### config.mk
export PLATFORM = sky130hd
export DESIGN_NAME = led7seg_scan_ctrl
export DESIGN_NICKNAME = d
export VERILOG_FILES = /design/src/rtl/led7seg_pkg.sv /design/src/rtl/led7seg_decode.sv /design/src/rtl/led7seg_scan_ctrl.sv
export SDC_FILE = /design/constraint.sdc
export NUM_CORES = 1
export LEC_CHECK = 0
export ABC_CLOCK_PERIOD_IN_PS = 3100
export CAP_MARGIN = 25
export CORE_MARGIN = 2
export CORE_UTILIZATION = 56
export DETAILED_ROUTE_END_ITERATION = 12
export PLACE_DENSITY = 0.88
export REMOVE_ABC_BUFFERS = 1
export SLEW_MARGIN = 20
export SYNTH_ARGS = -nofsm -noshare
export SYNTH_HDL_FRONTEND = slang
export SYNTH_SLANG_ARGS = --single-unit
### constraint.sdc
create_clock -name clk -period 3.1 [get_ports clk]
set_input_delay 0.31 -clock clk [delete_from_list [all_inputs] [get_ports clk]]
set_output_delay 0.31 -clock clk [all_outputs]
set_load 0.005 [all_outputs]
### src/rtl/led7seg_pkg.sv
// Shared definitions for the 7-segment scan controller.
// Contents:
//   state_t           scan FSM states (ST_BLANK, ST_DRIVE)
//   SEG_0..SEG_F      segment codes {a,b,c,d,e,f,g}, active-high
//   SEG_OFF           all segments dark
package led7seg_pkg;

  typedef enum logic {
    ST_BLANK = 1'b0,
    ST_DRIVE = 1'b1
  } state_t;

  localparam logic [6:0] SEG_OFF = 7'h00;
  localparam logic [6:0] SEG_0   = 7'h7E;
  localparam logic [6:0] SEG_1   = 7'h30;
  localparam logic [6:0] SEG_2   = 7'h6D;
  localparam logic [6:0] SEG_3   = 7'h79;
  localparam logic [6:0] SEG_4   = 7'h33;
  localparam logic [6:0] SEG_5   = 7'h5B;
  localparam logic [6:0] SEG_6   = 7'h5F;
  localparam logic [6:0] SEG_7   = 7'h70;
  localparam logic [6:0] SEG_8   = 7'h7F;
  localparam logic [6:0] SEG_9   = 7'h7B;
  localparam logic [6:0] SEG_A   = 7'h77;
  localparam logic [6:0] SEG_B   = 7'h1F;
  localparam logic [6:0] SEG_C   = 7'h4E;
  localparam logic [6:0] SEG_D   = 7'h3D;
  localparam logic [6:0] SEG_E   = 7'h4F;
  localparam logic [6:0] SEG_F   = 7'h47;

endpackage

### src/rtl/led7seg_decode.sv
// Combinational hex nibble to 7-segment decoder.
// Ports:
//   nibble  in  4  hex digit
//   seg     out 7  segments {a,b,c,d,e,f,g}, active-high
module led7seg_decode
  import led7seg_pkg::*;
(
  input  logic [3:0] nibble,
  output logic [6:0] seg
);

  always_comb begin
    seg = SEG_OFF;
    case (nibble)
      4'h0: seg = SEG_0;
      4'h1: seg = SEG_1;
      4'h2: seg = SEG_2;
      4'h3: seg = SEG_3;
      4'h4: seg = SEG_4;
      4'h5: seg = SEG_5;
      4'h6: seg = SEG_6;
      4'h7: seg = SEG_7;
      4'h8: seg = SEG_8;
      4'h9: seg = SEG_9;
      4'hA: seg = SEG_A;
      4'hB: seg = SEG_B;
      4'hC: seg = SEG_C;
      4'hD: seg = SEG_D;
      4'hE: seg = SEG_E;
      default: seg = SEG_F;
    endcase
  end

endmodule

### src/rtl/led7seg_scan_ctrl.sv
// Time-multiplexed scan controller for N_DIGITS common-cathode 7-segment
// digits sharing one decoder. Each digit gets BLANK_CYCLES of dead time
// followed by DRIVE_CYCLES lit. A shadow value loaded through a ready/load
// handshake is committed to the displayed value only at frame wrap.
// Optional build macro: LED7SEG_LZB_EN enables leading-zero blanking.
// Ports:
//   clk         in   1           system clock (rising edge)
//   rst_n       in   1           asynchronous active-low reset
//   load        in   1           capture value when load && ready
//   value       in   4*N_DIGITS  hex nibbles, nibble 0 = rightmost digit
//   ready       out  1           shadow register free
//   seg         out  7           segments {a..g}, active-high, registered
//   dig_en      out  N_DIGITS    digit commons, active-low, registered
//   frame_done  out  1           one-clock pulse on frame wrap, registered
module led7seg_scan_ctrl
  import led7seg_pkg::*;
#(
  parameter int N_DIGITS     = 4,
  parameter int DRIVE_CYCLES = 50000,
  parameter int BLANK_CYCLES = 500
) (
  input  logic                  clk,
  input  logic                  rst_n,
  input  logic                  load,
  input  logic [4*N_DIGITS-1:0] value,
  output logic                  ready,
  output logic [6:0]            seg,
  output logic [N_DIGITS-1:0]   dig_en,
  output logic                  frame_done
);

  localparam int MAX_CYC = (BLANK_CYCLES > DRIVE_CYCLES) ? BLANK_CYCLES : DRIVE_CYCLES;
  localparam int CNT_W   = $clog2(MAX_CYC);
  localparam int IDX_W   = (N_DIGITS > 1) ? $clog2(N_DIGITS) : 1;

  localparam logic [CNT_W-1:0] BLK_LAST = CNT_W'(BLANK_CYCLES - 1);
  localparam logic [CNT_W-1:0] DRV_LAST = CNT_W'(DRIVE_CYCLES - 1);
  localparam logic [IDX_W-1:0] IDX_LAST = IDX_W'(N_DIGITS - 1);

  state_t                state;
  logic [CNT_W-1:0]      cnt;
  logic [IDX_W-1:0]      idx;
  logic [4*N_DIGITS-1:0] active;
  logic [4*N_DIGITS-1:0] shadow;
  logic                  pending;

  logic [3:0] cur_nibble;
  logic [6:0] cur_seg;
  logic       lit;

  assign ready      = ~pending;
  assign cur_nibble = active[{idx, 2'b00} +: 4];

  led7seg_decode u_decode (
    .nibble (cur_nibble),
    .seg    (cur_seg)
  );

`ifdef LED7SEG_LZB_EN
  // A digit is dark when it and all more-significant nibbles are zero;
  // digit 0 always shows so a zero value still reads "0".
  always_comb begin
    lit = 1'b1;
    if ((idx != '0) && ((active >> {idx, 2'b00}) == '0))
      lit = 1'b0;
  end
`else
  assign lit = 1'b1;
`endif

  always_ff @(posedge clk or negedge rst_n) begin
    if (!rst_n) begin
      state      <= ST_BLANK;
      cnt        <= '0;
      idx        <= '0;
      active     <= '0;
      shadow     <= '0;
      pending    <= 1'b0;
      seg        <= SEG_OFF;
      dig_en     <= '1;
      frame_done <= 1'b0;
    end else begin
      frame_done <= 1'b0;

      // Load and commit are mutually exclusive on pending, so a load that
      // coincides with a commit is dropped and one on an idle boundary
      // waits for the following boundary.
      if (load && !pending) begin
        shadow  <= value;
        pending <= 1'b1;
      end

      case (state)
        ST_BLANK: begin
          if (cnt == BLK_LAST) begin
            state  <= ST_DRIVE;
            cnt    <= '0;
            seg    <= lit ? cur_seg : SEG_OFF;
            dig_en <= lit ? ~(N_DIGITS'(1) << idx) : '1;
          end else begin
            cnt <= cnt + 1'b1;
          end
        end
        ST_DRIVE: begin
          if (cnt == DRV_LAST) begin
            state  <= ST_BLANK;
            cnt    <= '0;
            seg    <= SEG_OFF;
            dig_en <= '1;
            if (idx == IDX_LAST) begin
              idx        <= '0;
              frame_done <= 1'b1;
              if (pending) begin
                active  <= shadow;
                pending <= 1'b0;
              end
            end else begin
              idx <= idx + 1'b1;
            end
          end else begin
            cnt <= cnt + 1'b1;
          end
        end
        default: begin
          state <= ST_BLANK;
          cnt   <= '0;
        end
      endcase
    end
  end

endmodule

# ---- Yosys cells after proc, flatten, opt, wreduce, memory -nomap -nowiden
# Memory sizes are Yosys's and may differ from the RTL's.
# Index checks and enable logic that the tools add are counted.
dict set report op_classes {
  magnitude_cmp 0
  addsub 2
  n_div 0
  n_eq_ne 5
  n_mux 21
  shift 2
  n_reduce_logical 5
  bitwise 3
  n_mul 0
}
# cell count
set op_table {}
lappend op_table {{$mux W16} 2}
lappend op_table {{$pmux W16 S2} 1}
lappend op_table {{$add A16 B1 Y16 const B} 1}
lappend op_table {{$eq A16 B16 Y1 const B} 1}
lappend op_table {{$eq A16 B9 Y1 const B} 1}
lappend op_table {{$shiftx A16 B5 Y4} 1}
lappend op_table {{$mux W7} 2}
lappend op_table {{$pmux W7 S2} 1}
lappend op_table {{$mux W1} 10}
lappend op_table {{$mux W4} 2}
lappend op_table {{$pmux W4 S2} 1}
lappend op_table {{$not A4 Y4} 1}
lappend op_table {{$reduce_and A2 Y1} 2}
lappend op_table {{$reduce_and A4 Y1} 1}
lappend op_table {{$shl A1 B2 Y4 const A} 1}
lappend op_table {{$add A2 B1 Y2 const B} 1}
lappend op_table {{$eq A2 B2 Y1 const B} 1}
lappend op_table {{$mux W2} 1}
lappend op_table {{$ne A2 B1 Y1 const B} 1}
lappend op_table {{$ne A2 B2 Y1 const B} 1}
lappend op_table {{$not A1 Y1} 2}
lappend op_table {{$pmux W1 S2} 1}
lappend op_table {{$logic_and A1 B1 Y1} 1}
lappend op_table {{$logic_not A1 Y1} 1}
dict set report word_totals {
  output_inout_bits 13
  mem_count 1
  ram_bits 0
  word_cells 48
  in_bits 19
  rom_bits 112
  latch_bits 0
  register_bits 64
}
# name words word_bits read_ports rd_ports_with_merged_regs write_ports line
set memory_table {}
lappend memory_table {{(no name shown)} 16 7 1 0 0 led7seg_decode.sv:14} ;# case (nibble)

# ---- Longest topological paths before layout
dict set report depth {
  ltp_word 7
  depth_mapped 8
  mapped_depth_nobuf 7
}

# ---- Hierarchy
# A second synthesis with hierarchy kept.
dict set report unflattened {
  cells_unflattened 245
  hier_area_um2 3105.5
}
# module cells_per_inst instances area_per_inst_um2
set by_module_without_submodules {}
lappend by_module_without_submodules {led7seg_scan_ctrl 212 1 2815.2}
lappend by_module_without_submodules {led7seg_decode 33 1 290.3}

# ---- Worst setup path before layout
# OpenSTA, ideal clock, no wires.
dict set report synth_path {
  kind {reg-to-reg}
  startpoint {reg cnt[12]}
  endpoint {reg active[10]}
  path_stages_with_launch 6
  synth_period_minus_slack_ps 2241
  setup_slack_ps 859
  t_arrival_ps 2116
  t_required_ps 2975
  path_cell_list {dfrtp_1 -> or4_4 -> nor4_4 -> nand4_4 -> buf_6 -> mux2_4}
}
dict set report synth_via {
  elab_chain_len 2
}
# item line
set synth_lines {}
lappend synth_lines {{start: declaration} led7seg_scan_ctrl.sv:41} ;# logic [CNT_W-1:0] cnt;
lappend synth_lines {{start signal: assignment} led7seg_scan_ctrl.sv:101} ;# cnt <= cnt + 1'b1;
lappend synth_lines {{start signal: assignment} led7seg_scan_ctrl.sv:121} ;# cnt <= cnt + 1'b1;
lappend synth_lines {{$eq A16 B16 Y1} led7seg_scan_ctrl.sv:105} ;# if (cnt == DRV_LAST) begin
lappend synth_lines {{$reduce_and A4 Y1 (no source line)} n/a}
lappend synth_lines {{end signal: assignment} led7seg_scan_ctrl.sv:114} ;# active <= shadow;
lappend synth_lines {{end: declaration} led7seg_scan_ctrl.sv:43} ;# logic [4*N_DIGITS-1:0] active;
# No other way between the ends.
# A chain may end at the register's enable or synchronous reset.

# ---- Worst setup path after layout
dict set report layout_path {
  startpoint {reg cnt[12]}
  endpoint {reg active[7]}
}
# The elaborated chain is that of the path after synthesis.

==> summary.md <==
| Metric | Value |
|---|---|
| CP Capture Type | `flop` |
| Hold_ws | `around 460 ps` |
| Area grow syn2layout | `20.0%` |
| Status | `finished clean` |
| Drt total wl | `5.46 mm` |
| Seq. cell area | `0.00161 mm2` |
| CTS Hold Bufs | `1` |
| CTS tree | `yes` |
| Area of the multi-input gates | `0.00141 mm2` |
| Number of core rows | `27` |
| Mux contribution to synthesized area | `0.190` |
| Max frequency | `between 300 and 400 MHz` |
| Detail Placement HPWL | `approximately 3.9 mm` |
| Via density per instance | `5.57` |
| Final Hold Fails | `0` |
| Vias in the first global route | `1933` |
| Ys Warns | `0` |
| DRC viols | `0` |
| IO Port Bufs | `31` |
| EDFF count, synth | `0` |
| Synthesized flop and latch total | `64` |
| Pin count of the biggest net entering global routing | `31` |
| Worst R2R Setup Slack | `570 ps` |
| Die height | `78.4 um` |
| Main combinational cell family by area after synthesis | `multiplexers` |
| Number of buffers created by CTS | `9` |
| Most used DFF post-synth | `dfrtp_1` |
| Cells after Synth | `239` |
| FFs w/ async S/R, synth | `1.00` |
| Routed len/inst | `15.4 um` |
| Synth Area in XOR/XNOR | `0.0368` |
| Fill cell count | `about 380` |
| Setup Viol. Count Final | `0` |
| TritonCTS Sinks | `64` |
| Post-cts resize count | `0` |
| Avg Inst Size Synth | `around 13 um2` |
| Clk_lat worst skew | `340 ps` |
| Max-Cap Viols | `0` |
| Type of the worst setup path | `reg -> reg` |
| Final core utilization | `0.683` |
| Pwr Density | `between 400 and 500 mW/mm2` |
| Required @ worst endpoint | `3320 ps` |
| Grt ovf | `0` |
| Initial antenna violation count | `0` |
| Total track usage | `0.198` |
| Via count | `around 2k` |
| Initial Utilization | `0.569` |
| Period minus WS final | `2530 ps` |
| Antenna Nets Post-Route | `0` |
| Simple logic cell fraction of the synthesized area | `0.124` |
| Ratio of cells with drive above 1 in the final layout | `0.244` |
| DRT Pass-1 Iters | `4` |
| Commonest non-fill, non-tap cell in the layout | `dfrtp_1` |
| First-pass GRT wire length | `9.34 mm` |
| Hold Path Class | `in -> async` |
| Slew margin rel. | `0.656` |
| Crit share post-route | `0.815` |
| Die Area | `0.00614 mm2` |
| Gpl congestion | `slightly above 0.8` |
| Adder-Cell Fraction of Synth Area | `0.0444` |
| Final slew viol count | `0` |
| Buffer count from post-CTS setup fixing | `0` |
| # diodes | `0` |
| Leak | `1.69 nW` |
| Worst-margin pin slew | `roughly 510 ps` |
| Sequential area share after synthesis | `0.519` |
| Worst Path Arrival | `around 2800 ps` |
| CTS root buffer | `clkbuf_8` |
| Detailed Route Iter0 Violations | `90` |
| R2R cell count | `4` |
| Placeable Area | `between 0.005 and 0.006 mm2` |
| Clk slew on worst S/H paths | `70 ps` |
| Setup TNS | `0 ps` |
| Unrepaired setup endpoints after global routing | `no` |
| Commonest non-fill, non-tap cells in the layout | `dfrtp_1 (60), clkdlybuf4s50_1 (30), mux2_2 (26), nor2_1 (19)` |
| Setup Skew | `6.11 ps` |
| Total power | `1.73 mW` |
| Die width | `a little under 80 um` |
| Post-synthesis cell type count | `47` |
| Fin nets | `between 300 and 400` |
| H-tree depth | `3` |
| Synthesized cell area | `0.00310 mm2` |
| Total I/O pin count | `32` |
| Worst-path fanout max | `17` |
| CTS Buffer Depth | `2` |
| Synth Area in Compound Gates | `0.0590` |
| Setup crit start kind | `flop` |
| Max VDD drop | `0.375 mV` |
-- cells by family (layout without fill, tap and decap cells) --
group	after synthesis	count (layout)
DFF	64	64
and+or+nand+nor	62	62
muxes	46	46
AOI/OAI and AO/OA	24	24
buffers and inverters	19	63
xor gates and xnor gates	13	13
adders and majority gates	11	11
-- critical path, stage by stage, from the launching register on --
cell and delay [ps]:
dfrtp_1 430, or4_4 600, nor4_4 520, nand4_4 420, mux2_4 430
-- flip-flops by register name (all words and copies together), names as in the netlist --
register	cells
state	1
cnt	16
frame_done	1
shadow	16
active	16
seg	7
dig_en	4
pending	1
idx	2
-- worst paths after layout --
| check | startpoint | to |
|---|---|---|
| max in group asynchronous | rst_n | dig_en[2]$_DFFE_PN1P_ |
| min | rst_n | cnt[8]$_DFF_PN0_ |
| max | cnt[12]$_DFF_PN0_ | active[7]$_DFFE_PN0P_ |
| min reg2reg | seg[0]$_DFFE_PN0P_ | seg[0]$_DFFE_PN0P_ |
| max reg2reg | cnt[12]$_DFF_PN0_ | active[7]$_DFFE_PN0P_ |
| min in group clk | seg[0]$_DFFE_PN0P_ | seg[0]$_DFFE_PN0P_ |
-- Yosys cell counts, types with 5 or more instances --
cell type / number / share of area
nor2_1: 19 / 0.023
mux2_2: 26 / 0.095
xor2_1: 5 / 0.014
nand3_1: 6 / 0.0097
nand2_1: 6 / 0.0073
mux2_4: 9 / 0.044
a21o_1: 5 / 0.012
inv_1: 11 / 0.013
ha_1: 11 / 0.044
dfrtp_1: 60 / 0.48
xnor2_1: 8 / 0.023
mux2i_1: 7 / 0.023
-- report_power, final --
part           switching [mW]  internal [mW]
clock                   0.308          0.475
combinational          0.0244         0.0431
sequential             0.0138          0.862
-- metal layers --
metal / part of all wire / track usage
met1: 0.45 / 0.261
met2: 0.50 / 0.319
met3: 0.033 / 0.0414
met4: 0.016 / 0.0895
met5: 0 / 0
-- stage by stage --
step | instances | cell area [um2] | worst slack, ps
2_1_floorplan | 231 | 3060 | 838
3_3_place_gp | 337 | 3470 | 650
3_5_place_dp | 338 | 3490 | 607
4_1_cts | 355 | 3720 | 571
5_1_grt | 355 | 3720 | 441
6_report | 355 | 3720 | 574
-- cell type report --
type                            instances  share of cell area
Multi-Input combinational cell        156               0.379
Clock inverter                          3              0.0175
Inverter                               11              0.0111
Clock buffer                           13              0.0401
Timing Repair Buffer                   36              0.0963
Sequential cell                        64               0.432
Tap cell                               72              0.0242
Note: power is estimated with default switching activity, not from simulation.
==> patch, RTL diff (same settings) <==
Add a define of `LED7SEG_LZB_EN`.
--- a/src/rtl/led7seg_scan_ctrl.sv
+++ b/src/rtl/led7seg_scan_ctrl.sv
@@ -12,6 +12,8 @@
 //   seg         out  7           segments {a..g}, active-high, registered
 //   dig_en      out  N_DIGITS    digit commons, active-low, registered
 //   frame_done  out  1           one-clock pulse on frame wrap, registered
+`define LED7SEG_LZB_EN
+
 module led7seg_scan_ctrl
   import led7seg_pkg::*;
 #(
Behaviour: no difference found for any inputs over 10 cycles, from zero or initial values and one cycle with rst_n low; that may be too few to reach the edited logic, so the function may still have changed.
==> patch against the unedited design <==
Routed wire length grew 10%. Design area shrank 1.2%. Maximum frequency shrank 12%. Core utilization shrank 0.85 points. Largest power group unchanged. Sequential cell count is the same. Area after synthesis grew 0.12%. Setup slack lost 330 ps. Total power shrank 9.8%.
==> patch: results (changes against the unedited design) <==
stage,metric,value,unit,change
layout,filler instances,389,,+2.1%
pwr,Pwr Density,424,nW/um^2,-8.6%
global_route,gr usage total,0.220,,+0.0215
routing,1st-iter DRT viols,113,,+26%
global_route,met2 global-route usage,0.341,,+0.0216
synthesis,Post-Syn Instances,259,,+8.4%
routing,Met3 Routed Length,256,um,+41%
layout,clock buffer count,14,,+1
global_route,vias in the first global route,2177,,+13%
layout,layout net count,327,,+6.2%
synthesis,main area contributors after synthesis,"dfrtp_1 48%, mux2_2 8.7%, mux2_4 4.8%",,
status,outcome,"complete, no violations",,
global_route,global-route wire length before repair,10400,um,+11%
routing,DR vias,2138,,+8.0%
critical_path,CP Max Fanout,7,,-10
timing,hold_ws,45.2,ps,-415 ps
layout,FFs & Latches,64,,unchanged
routing,drt pass-1 iters,5,,+1
critical_path,Register-to-Register Setup Slack,240,ps,-330 ps
critical_path,r2r endpoint,dig_en[2]$_DFFE_PN1P_,,
placement,Placer Congestion,0.830,,+0.39%
global_route,met1 Use GR,0.292,,+0.0307
critical_path,CP Launch Point,idx[0]$_DFFE_PN0P_,,
layout,clk cell area share,0.0504,,-0.00711
layout,bufs w/o clock,35,,-2.8%
placement,placed insts,358,,+5.9%
routing,WL met2,2980,um,+9.0%
critical_path,CP arrival,3130,ps,+380 ps
critical_path,Crit path largest cell delay,620,ps,+20 ps
pwr,Gate power share,0.031,,-0.008
pwr,Internal Pwr Total,1.23,mW,-11%
critical_path,slowest CP cell,mux4_2,,
layout,invs w/o clock,10,,-1
layout,comb_multi_in,177,,+13%
global_route,met3 Use GR,0.0563,,+0.0149
routing,vias per cell,5.72,,+2.5%
pwr,Clk pwr share,0.422,,-0.031
pwr,Sw Share,0.211,,+0.0108
synthesis,Post-synth top cells,"60 x dfrtp_1, 24 x mux2_2, 21 x nor2_1",,
critical_path,r2r worst-path depth,7,,+3
placement,Post-DP HPWL,4360,um,+12%
pwr,Worst VDD drop,0.316,mV,-16%
routing,Routed WL per cell,16.1,um,+4.4%
pwr,P_leak,1.65,nW,-2.7%
patch: cell types whose count changed in the layout (fill, tap and decap cells not counted), moves of 3 or more:
| cell | before | now |
|---|---|---|
| a21oi_1 | 1 | 12 |
| a211oi_1 | 4 | 0 |
| or4_1 | 4 | 1 |
| a22oi_1 | 4 | 0 |
| a21o_1 | 5 | 1 |
| nand2_1 | 6 | 20 |
| o21ai_0 | 4 | 15 |
| nor4_1 | 2 | 5 |
| mux2i_1 | 7 | 1 |
patch: cells by family (layout without fill, tap and decap cells):
group                    count (synthesis)  in the layout  share of synthesized area
adder cells (fa/ha/maj)                 11             11                     0.0444
flip-flops                              64             64                      0.518
AND/OR/NAND/NOR                         78             78                      0.140
AO/OA/AOI/OAI                           36             36                     0.0674
multiplexers                            39             39                      0.168
buffers and inverters                   18             61                     0.0250
XOR/XNOR                                13             13                     0.0367
